$ cat src/rtl/clock_time_core.sv
// Timekeeping core: prescaled seconds/minutes/hours, time and alarm load, alarm ring FSM.
// Optional snooze state is built when CLOCK_SNOOZE_EN is defined.
module clock_time_core #(
    parameter int CLK_FREQ_HZ    = 50_000_000,
    parameter int MAX_MINUTES    = 60,
    parameter int MAX_HOURS      = 24,
    parameter int RING_SECONDS   = 60,
    parameter int SNOOZE_MINUTES = 5
) (
    input  logic                         clk,
    input  logic                         rst,
    input  logic [$clog2(MAX_MINUTES)-1:0] minutes_settings,
    input  logic [$clog2(MAX_HOURS)-1:0]   hours_settings,
    input  logic                         set_time,
    input  logic                         set_alarm,
    input  logic                         alarm_enable,
    input  logic                         stop_btn,
    input  logic                         snooze_btn,
    output logic                         sec_tick,
    output logic [5:0]                   cur_seconds,
    output logic [$clog2(MAX_MINUTES):0]   cur_minutes,
    output logic [$clog2(MAX_HOURS):0]     cur_hours,
    output logic [$clog2(MAX_MINUTES)-1:0] cur_alarm_minutes,
    output logic [$clog2(MAX_HOURS)-1:0]   cur_alarm_hours,
    output logic                         alarm_ring
);
    // state   | meaning
    // IDLE    | alarm silent, waiting for a matching minute rollover
    // RINGING | alarm_ring high, ring timeout counting seconds
    // SNOOZE  | silenced, waiting for the snooze target rollover

    localparam int MW = $clog2(MAX_MINUTES);
    localparam int HW = $clog2(MAX_HOURS);
    localparam int PW = (CLK_FREQ_HZ > 1) ? $clog2(CLK_FREQ_HZ) : 1;
    localparam int RW = (RING_SECONDS > 1) ? $clog2(RING_SECONDS) : 1;

    localparam logic [PW-1:0] PRESC_TC = PW'(CLK_FREQ_HZ - 1);
    localparam logic [PW-1:0] PRESC_ONE = PW'(1);
    localparam logic [MW:0]   MIN_LIM = MAX_MINUTES[MW:0];
    localparam logic [MW:0]   MIN_MAX = MIN_LIM - MIN_LIM + (MIN_LIM - 1'b1);
    localparam logic [MW:0]   MIN_ONE = 1;
    localparam logic [HW:0]   HR_LIM = MAX_HOURS[HW:0];
    localparam logic [HW:0]   HR_MAX = HR_LIM - 1'b1;
    localparam logic [HW:0]   HR_ONE = 1;
    localparam logic [RW-1:0] RING_LOAD = RW'(RING_SECONDS - 1);
    localparam logic [RW-1:0] RING_ONE = RW'(1);

`ifdef CLOCK_SNOOZE_EN
    typedef enum logic [1:0] {IDLE, RINGING, SNOOZE} state_t;
`else
    typedef enum logic [1:0] {IDLE, RINGING} state_t;
`endif

    state_t        state_q;
    logic [PW-1:0] presc_q, presc_d;
    logic [5:0]    sec_q, sec_d;
    logic [MW:0]   min_q, min_d, nm;
    logic [HW:0]   hr_q, hr_d, nh, nh_inc;
    logic [MW-1:0] al_min_q;
    logic [HW-1:0] al_hr_q;
    logic [RW-1:0] ring_cnt_q;
    logic          alarm_ring_q;
    logic          set_time_prev_q, set_alarm_prev_q, stop_prev_q;
    logic          tick, settings_ok, load_time, load_alarm, stop_fall;
    logic          sec_wrap, min_wrap, hr_wrap, rollover, alarm_hit;

    assign tick        = (presc_q == PRESC_TC);
    assign settings_ok = ({1'b0, minutes_settings} < MIN_LIM) && ({1'b0, hours_settings} < HR_LIM);
    assign load_time   = set_time & ~set_time_prev_q & settings_ok;
    assign load_alarm  = set_alarm & ~set_alarm_prev_q & settings_ok;
    assign stop_fall   = stop_prev_q & ~stop_btn;

    assign sec_wrap = (sec_q == 6'd59);
    assign min_wrap = (min_q == MIN_MAX);
    assign hr_wrap  = (hr_q == HR_MAX);
    assign nm       = min_wrap ? '0 : min_q + MIN_ONE;
    assign nh_inc   = hr_wrap ? '0 : hr_q + HR_ONE;
    assign nh       = min_wrap ? nh_inc : hr_q;

    // A load in the same cycle wins over the tick, so it can never trigger the alarm.
    assign rollover  = tick & sec_wrap & ~load_time;
    assign alarm_hit = rollover && (nm == {1'b0, al_min_q}) && (nh == {1'b0, al_hr_q});

    always_comb begin
        presc_d = tick ? '0 : presc_q + PRESC_ONE;
        sec_d   = sec_q;
        min_d   = min_q;
        hr_d    = hr_q;
        if (load_time) begin
            presc_d = '0;
            sec_d   = '0;
            min_d   = {1'b0, minutes_settings};
            hr_d    = {1'b0, hours_settings};
        end else if (tick) begin
            sec_d = sec_wrap ? '0 : sec_q + 6'd1;
            if (sec_wrap) begin
                min_d = nm;
                hr_d  = nh;
            end
        end
    end

`ifdef CLOCK_SNOOZE_EN
    localparam logic [MW+1:0] SNZ_ADD = SNOOZE_MINUTES[MW+1:0];
    localparam logic [MW+1:0] SNZ_LIM = MAX_MINUTES[MW+1:0];

    logic          snooze_prev_q, snooze_fall, snooze_hit;
    logic [MW:0]   snz_min_q, snz_min_d;
    logic [HW:0]   snz_hr_q, snz_hr_d;
    logic [MW+1:0] snz_sum, snz_sub;

    assign snooze_fall = snooze_prev_q & ~snooze_btn;
    assign snz_sum     = {1'b0, min_q} + SNZ_ADD;
    assign snz_sub     = snz_sum - SNZ_LIM;
    assign snooze_hit  = rollover && (nm == snz_min_q) && (nh == snz_hr_q);

    always_comb begin
        snz_min_d = snz_sum[MW:0];
        snz_hr_d  = hr_q;
        if (snz_sum >= SNZ_LIM) begin
            snz_min_d = snz_sub[MW:0];
            snz_hr_d  = nh_inc;
        end
    end
`else
    logic unused_snooze;
    assign unused_snooze = snooze_btn | (SNOOZE_MINUTES == 0);
`endif

    always_ff @(posedge clk or negedge rst) begin
        if (!rst) begin
            presc_q          <= '0;
            sec_q            <= '0;
            min_q            <= '0;
            hr_q             <= '0;
            al_min_q         <= '0;
            al_hr_q          <= '0;
            set_time_prev_q  <= 1'b0;
            set_alarm_prev_q <= 1'b0;
            stop_prev_q      <= 1'b1;
            state_q          <= IDLE;
            ring_cnt_q       <= '0;
            alarm_ring_q     <= 1'b0;
`ifdef CLOCK_SNOOZE_EN
            snooze_prev_q    <= 1'b1;
            snz_min_q        <= '0;
            snz_hr_q         <= '0;
`endif
        end else begin
            presc_q          <= presc_d;
            sec_q            <= sec_d;
            min_q            <= min_d;
            hr_q             <= hr_d;
            set_time_prev_q  <= set_time;
            set_alarm_prev_q <= set_alarm;
            stop_prev_q      <= stop_btn;
`ifdef CLOCK_SNOOZE_EN
            snooze_prev_q    <= snooze_btn;
`endif
            if (load_alarm) begin
                al_min_q <= minutes_settings;
                al_hr_q  <= hours_settings;
            end
            case (state_q)
                IDLE: begin
                    if (alarm_hit && alarm_enable) begin
                        state_q      <= RINGING;
                        ring_cnt_q   <= RING_LOAD;
                        alarm_ring_q <= 1'b1;
                    end
                end
                RINGING: begin
                    if (stop_fall || !alarm_enable) begin
                        state_q      <= IDLE;
                        alarm_ring_q <= 1'b0;
`ifdef CLOCK_SNOOZE_EN
                    end else if (snooze_fall) begin
                        state_q      <= SNOOZE;
                        alarm_ring_q <= 1'b0;
                        snz_min_q    <= snz_min_d;
                        snz_hr_q     <= snz_hr_d;
`endif
                    end else if (tick) begin
                        if (ring_cnt_q == '0) begin
                            state_q      <= IDLE;
                            alarm_ring_q <= 1'b0;
                        end else begin
                            ring_cnt_q <= ring_cnt_q - RING_ONE;
                        end
                    end
                end
`ifdef CLOCK_SNOOZE_EN
                SNOOZE: begin
                    if (stop_fall || !alarm_enable) begin
                        state_q <= IDLE;
                    end else if (snooze_hit) begin
                        state_q      <= RINGING;
                        ring_cnt_q   <= RING_LOAD;
                        alarm_ring_q <= 1'b1;
                    end
                end
`endif
                default: begin
                    state_q      <= IDLE;
                    alarm_ring_q <= 1'b0;
                end
            endcase
        end
    end

    assign sec_tick          = tick;
    assign cur_seconds       = sec_q;
    assign cur_minutes       = min_q;
    assign cur_hours         = hr_q;
    assign cur_alarm_minutes = al_min_q;
    assign cur_alarm_hours   = al_hr_q;
    assign alarm_ring        = alarm_ring_q;
endmodule
$ cat config.mk
export PLATFORM = sky130hd
export DESIGN_NAME = clock_time_core
export DESIGN_NICKNAME = d
export VERILOG_FILES = /design/src/rtl/clock_time_core.sv
export SDC_FILE = /design/constraint.sdc
export NUM_CORES = 1
export LEC_CHECK = 0
export BUFFER_PORTS_ARGS = -buffer_cell sky130_fd_sc_hd__buf_2
export CORE_MARGIN = 4
export CORE_UTILIZATION = 62
export CTS_CLUSTER_SIZE = 16
export DETAILED_ROUTE_END_ITERATION = 7
export GPL_TIMING_DRIVEN = 1
export PLACE_DENSITY = 0.85
export SYNTH_ARGS = -nofsm -noshare
export SYNTH_HDL_FRONTEND = slang
export SYNTH_SLANG_ARGS = --single-unit
export TNS_END_PERCENT = 20
$ cat constraint.sdc
create_clock -name clk -period 3.7 [get_ports clk]
set_input_delay 1.11 -clock clk [delete_from_list [all_inputs] [get_ports clk]]
set_output_delay 1.11 -clock clk [all_outputs]
set_load 0.05 [all_outputs]
==> results of run 1 <==
## final cells by class
class | instances | area [um^2] | area share
clock buffer | 9 | 124 | 0.0293
clock inverter | 7 | 77.6 | 0.0183
inverter | 10 | 37.5 | 0.00887
multi-input combinational | 298 | 1970 | 0.465
sequential | 66 | 1650 | 0.391
tap | 72 | 90.1 | 0.0213
timing repair buffer | 52 | 283 | 0.0668
## flip-flops by register name, summed over array words and instances, names as in the netlist, 5 cells and up
register           flops
cur_alarm_minutes      6
cur_seconds            6
cur_alarm_hours        5
ring_cnt_q             6
presc_q               26
cur_hours              6
cur_minutes            7
## routing by layer
layer  vias up  part of all wire
met5         -                 0
met4         0             0.014
met3        16             0.059
met2       101              0.49
li1       1470                 -
met1      1497              0.43
## path summary, 6_finish.rpt
check                               startpoint       endpoint  slack, ns  cells past startpoint
worst min register to register      presc_q[0]     presc_q[0]       0.51                      1
worst min-delay path                presc_q[0]     presc_q[0]       0.51                      1
max in group asynchronous                  rst    presc_q[14]       2.24                      2
worst max-delay path                presc_q[1]       sec_tick       0.46                      7
min in group asynchronous                  rst  ring_cnt_q[3]       0.82                      1
worst max register to register  cur_minutes[0]  ring_cnt_q[2]       0.96                      7
## cell usage in the layout, fill, tap and decap left out, types with 3 or more instances in the layout
| cell | synthesis | final |
|---|---|---|
| dfrtp_1 | 65 | 65 |
| nor2_1 | 51 | 51 |
| buf_2 | 1 | 48 |
| nand2_1 | 28 | 28 |
| nand3_1 | 25 | 25 |
| xor2_1 | 24 | 24 |
| o21ai_0 | 21 | 21 |
| xnor2_1 | 17 | 17 |
| mux2_2 | 12 | 12 |
| a21oi_1 | 11 | 11 |
| inv_1 | 10 | 10 |
| nor3_1 | 10 | 10 |
| clkbuf_8 | 0 | 9 |
| nand4_1 | 8 | 8 |
| mux2i_1 | 7 | 7 |
| and3_1 | 6 | 6 |
| ha_1 | 6 | 6 |
| or3_1 | 5 | 5 |
| or4_1 | 4 | 4 |
| a31oi_1 | 4 | 4 |
| o31a_1 | 4 | 4 |
| nor4_1 | 3 | 3 |
| or2_2 | 3 | 3 |
| and2_1 | 3 | 3 |
| nor2b_1 | 3 | 3 |
| clkinv_4 | 0 | 3 |
| buf_4 | 1 | 3 |
## cells by family after synthesis
group                      Yosys count  synth area share
muxes                               19            0.0553
AOI/OAI and AO/OA                   59             0.103
DFF                                 66             0.446
xor gates and xnor gates            41            0.0968
and+or+nand+nor                    173             0.254
buffers and inverters               21            0.0246
adders and majority gates            6            0.0202
## metrics by stage
stage / cells / instance area, um^2 / power (mW)
after floorplan: 385 / 3710 / 1.26
after detailed placement: 498 / 4030 / 1.40
after global placement: 498 / 4030 / 1.38
final: 514 / 4230 / 2.00
after CTS: 514 / 4230 / 2.01
after global routing: 514 / 4230 / 2.10
## report_power, final
group	switching [mW]	total, mW	internal (mW)
Sequential	0.104	0.891	0.787
Clock	0.295	0.611	0.315
Combinational	0.331	0.498	0.168
Total	0.730	2.00	1.27
==> results.json, run 1 <==
{
  "hold_slack_ns": 0.512,
  "max_slew_margin": 0.444,
  "die_height_um": 85.4,
  "p_per_area_mw_per_mm2": 473,
  "area_growth_pct": 14.0,
  "period_minus_slack_ns": 3.24,
  "setup_tns_ns": 0,
  "max_freq_ghz": 0.308,
  "critPathArrivalTime_ns": 2.13,
  "cts_root_buf": "clkbuf_8",
  "fillers": 417,
  "io_pins": 50,
  "grt_use_met1": 0.311,
  "antenna_cells": 0,
  "power_leakage_nw": 1.87,
  "clock_latency_ns": 0.34,
  "path_clk_slew_ns": 0.07,
  "drt-total-wl_um": 8300,
  "drv_slew": 0,
  "track_usage": 0.238,
  "critPathSlowestCell": "dfrtp_1",
  "postCtsSetupBuffers": 0,
  "fin_ws_ns": 0.457,
  "port_buffers": 48,
  "start_kind": "flip-flop",
  "syn-cell-area_mm2": 0.00371,
  "wl_per_cell_um": 16.1,
  "drtIter0Drc": 163,
  "yosys.area.top_type": "dfrtp_1",
  "grt_max_degree": 36,
  "vias": 3084,
  "drive_above_1_share": 0.215,
  "path_max_fanout": 11,
  "synth-seq-cells": 66,
  "endpoint_kind": "output pin",
  "cts_hold_buf": 0,
  "firstDrtPassIters": 5,
  "cp_common_cell": "nand2_1",
  "pre_cts_ws_ns": 0.806,
  "cap_violations": 0,
  "drc_errors": 0,
  "cts_tree": "yes",
  "ir_drop_mv": 0.309,
  "path_cells": "ha_1 > nand2_1 > nor4_2 > nand2_1 > buf_4 > inv_1 > buf_2",
  "vias_per_cell": 6.00,
  "cts.sinks": 66,
  "clock_skew_ns": 0.0128,
  "async_reset_ff_frac": 1.00,
  "dieArea_mm2": 0.00729,
  "hpwl_um": 5930,
  "cpPeakStageDelay_ns": 0.40,
  "antenna_found_initial": 0,
  "grt_pass1_wl_um": 13900,
  "num_rows": 27,
  "yosysTopAreaCellShare": 0.438,
  "synth_cells": 385,
  "use_met2": 0.397,
  "core_area_mm2": 0.00564,
  "synth_most_common_cell": "dfrtp_1",
  "avgSynthCellArea_um2": 9.64,
  "ys_warn_count": 0,
  "fin_crit_sh": 0.877,
  "worst-path-buf-inv": 3,
  "ys.flop_type": "dfrtp_1",
  "start_util": 0.658,
  "grt_setup_unrepaired": "false",
  "synth_fp_nets": 409,
  "first_global_vias": 2974,
  "place_congestion": 0.893,
  "grt.overflow.total": 0,
  "busiest_layer": "met2",
  "synth-edff-count": 0,
  "outcome": "completed",
  "finalNetCount": 461,
  "crit_required_ns": 2.59,
  "worst_pin_slew_ns": 0.833,
  "ys_types": 63,
  "finalSetupViolCount": 0,
  "numCtsBuffers": 9,
  "htree_levels": 3,
  "final_core_util": 0.750,
  "ys_top_cells_by_area": "dfrtp_1, xor2_1, nor2_1",
  "critPathTopFamily": "buffers and inverters",
  "met3_usage": 0.0573,
  "hold_class": "flip-flop to flip-flop",
  "ant_nets": 0,
  "synth-seq-area-share": 0.446,
  "critical_path_class": "flip-flop to output pin",
  "synth_commonest_cells": "dfrtp_1, nor2_1, nand2_1",
  "clockBufferDepth": 2,
  "fp.dieW_um": 85.4,
  "finalHoldViolCount": 0,
  "cts_resized": 0
}
No activity file was read; power rests on OpenSTA's default activity.
==> run 2, diff against run 1 <==
- BUFFER_PORTS_ARGS: -buffer_cell sky130_fd_sc_hd__buf_2 -> -buffer_cell sky130_fd_sc_hd__buf_4
==> run 2 against run 1 <==
  * Total power shrank 1.2%
  * Sequential share of layout area shrank 0.66 points
  * Die area is the same
  * Clock skew shrank 0.0014 ns
  * Combinational power grew 7.0%
==> results.json, run 2 (synthesized netlist as in run 1, its figures left out) <==
{
  "place_congestion": 0.927,
  "numCtsBuffers": 9,
  "finalHoldViolCount": 0,
  "endpoint_kind": "output pin",
  "multi_input_area_mm2": 0.00197,
  "hpwl_um": 6190,
  "fin_crit_sh": 0.882,
  "port_buffers": 48,
  "period_minus_slack_ns": 3.26,
  "path_cells": "ha_1 > nand2_1 > nor4_2 > nand2_1 > buf_4 > inv_1 > buf_4",
  "rrSetupSlack_ns": 0.96,
  "power_leakage_nw": 1.88,
  "finalNetCount": 460,
  "hold_slack_ns": 0.531,
  "critical_path_class": "flip-flop to output pin",
  "drive_above_1_share": 0.209,
  "clockBufferDepth": 2,
  "fin_ws_ns": 0.438,
  "p_sw_mw": 0.716,
  "final_cell_mix": "dfrtp_1, nor2_1, buf_4, nand2_1, nand3_1",
  "dieArea_mm2": 0.00729,
  "cts_root_buf": "clkbuf_8",
  "path_clk_slew_ns": 0.06,
  "swShare": 0.362,
  "start_util": 0.658,
  "cts_resized": 0,
  "hold_end": "presc_q[0]",
  "fp.dieW_um": 85.4,
  "crit_required_ns": 2.59,
  "vias_per_cell": 6.12,
  "worst_pin_slew_ns": 0.840,
  "io_pins": 50,
  "num_rows": 27,
  "fillers": 407,
  "outcome": "completed",
  "area_growth_pct": 16.0,
  "drtIter0Drc": 189,
  "die_height_um": 85.4,
  "firstDrtPassIters": 5,
  "wl_per_cell_um": 17.3,
  "drc_errors": 0,
  "worstReg2RegEnd": "ring_cnt_q[2]",
  "grt_setup_unrepaired": "false",
  "antenna_found_initial": 0,
  "cts_tree": "yes",
  "antenna_cells": 0,
  "p_per_area_mw_per_mm2": 459,
  "clock_power_share": 0.277,
  "clock_latency_ns": 0.35,
  "regArea_mm2": 0.00165,
  "ir_drop_mv": 0.296,
  "core_area_mm2": 0.00564,
  "pre_cts_ws_ns": 0.824,
  "critPathSlowestCell": "dfrtp_1",
  "htree_levels": 3,
  "drt-total-wl_um": 8860,
  "track_usage": 0.257,
  "ant_nets": 0,
  "grt_max_degree": 67,
  "grt.overflow.total": 0,
  "r2r_cells": 8,
  "postCtsSetupBuffers": 0,
  "path_max_fanout": 11,
  "final_common_cell": "dfrtp_1",
  "largest-register": "presc_q",
  "critPathArrivalTime_ns": 2.15,
  "max_freq_ghz": 0.307,
  "largest_reg_flops": 26,
  "comb_power_share": 0.270,
  "rr_startpoint": "cur_minutes[0]",
  "clock_skew_ns": 0.0114,
  "vias": 3138,
  "finalSetupViolCount": 0,
  "first_global_vias": 3101,
  "hold_class": "flip-flop to flip-flop",
  "p_int_mw": 1.26,
  "place_inst": 497,
  "cts.sinks": 66,
  "drv_slew": 0,
  "grt_pass1_wl_um": 15000,
  "holdPathStages": 1,
  "start_kind": "flip-flop",
  "stdcell_count": 513,
  "setup_tns_ns": 0,
  "cap_violations": 0,
  "max_slew_margin": 0.440,
  "min-delay-start": "presc_q[0]",
  "seqPwrFrac": 0.453,
  "cpPeakStageDelay_ns": 0.42,
  "cts_hold_buf": 0
}
[run 2: final cells by class]
class                           count  area share
Timing Repair Buffer               51      0.0890
Tap cell                           72      0.0209
Clock buffer                       13      0.0369
Multi-Input combinational cell    298       0.457
Sequential cell                    66       0.384
Clock inverter                      3     0.00349
Inverter                           10     0.00872
[run 2: per-layer routing]
layer	part of all wire	up-vias	track usage
li1	-	1479	-
met1	0.41	1538	0.321
met2	0.51	99	0.431
met3	0.058	22	0.0524
met4	0.024	0	0.111
met5	0	-	0
[run 2: how the worst max path moves through the flow]
| stage | from | endpoint | slack (ns) | depth (start not counted) |
|---|---|---|---|---|
| after detailed placement | presc_q[0] | sec_tick | 0.82 | 7 |
| after global placement | presc_q[0] | sec_tick | 0.86 | 7 |
| after floorplan | presc_q[0] | sec_tick | 0.93 | 6 |
| after CTS | presc_q[0] | sec_tick | 0.44 | 7 |
| after global routing | presc_q[0] | sec_tick | 0.25 | 7 |
| final | presc_q[0] | sec_tick | 0.44 | 7 |
[run 2: metrics by stage]
step / instance area (um^2) / util / total power, mW
detailed placement: 4130 / 0.732 / 1.44
global route: 4300 / 0.763 / 2.07
global placement: 4130 / 0.732 / 1.41
floorplan: 3710 / - / 1.26
CTS: 4300 / 0.763 / 1.98
finish: 4300 / 0.763 / 1.98
[run 2: power by group through the flow]
| stage | Clock, mW | Combinational, mW | Sequential (mW) |
|---|---|---|---|
| final | 0.547 | 0.533 | 0.896 |
| after global routing | 0.588 | 0.572 | 0.908 |
| after CTS | 0.555 | 0.534 | 0.893 |
| after detailed placement | 0 | 0.530 | 0.905 |
| after global placement | 0 | 0.513 | 0.899 |
| after floorplan | 0 | 0.235 | 1.02 |
[run 2: critical path, delay by kind of cell, from the launching register on]
| kind | cells | cell delay, ns |
|---|---|---|
| buffers and inverters | 3 | 0.57 |
| and+or+nand+nor | 3 | 0.52 |
| adders and majority gates | 1 | 0.30 |
| DFF | 1 | 0.42 |
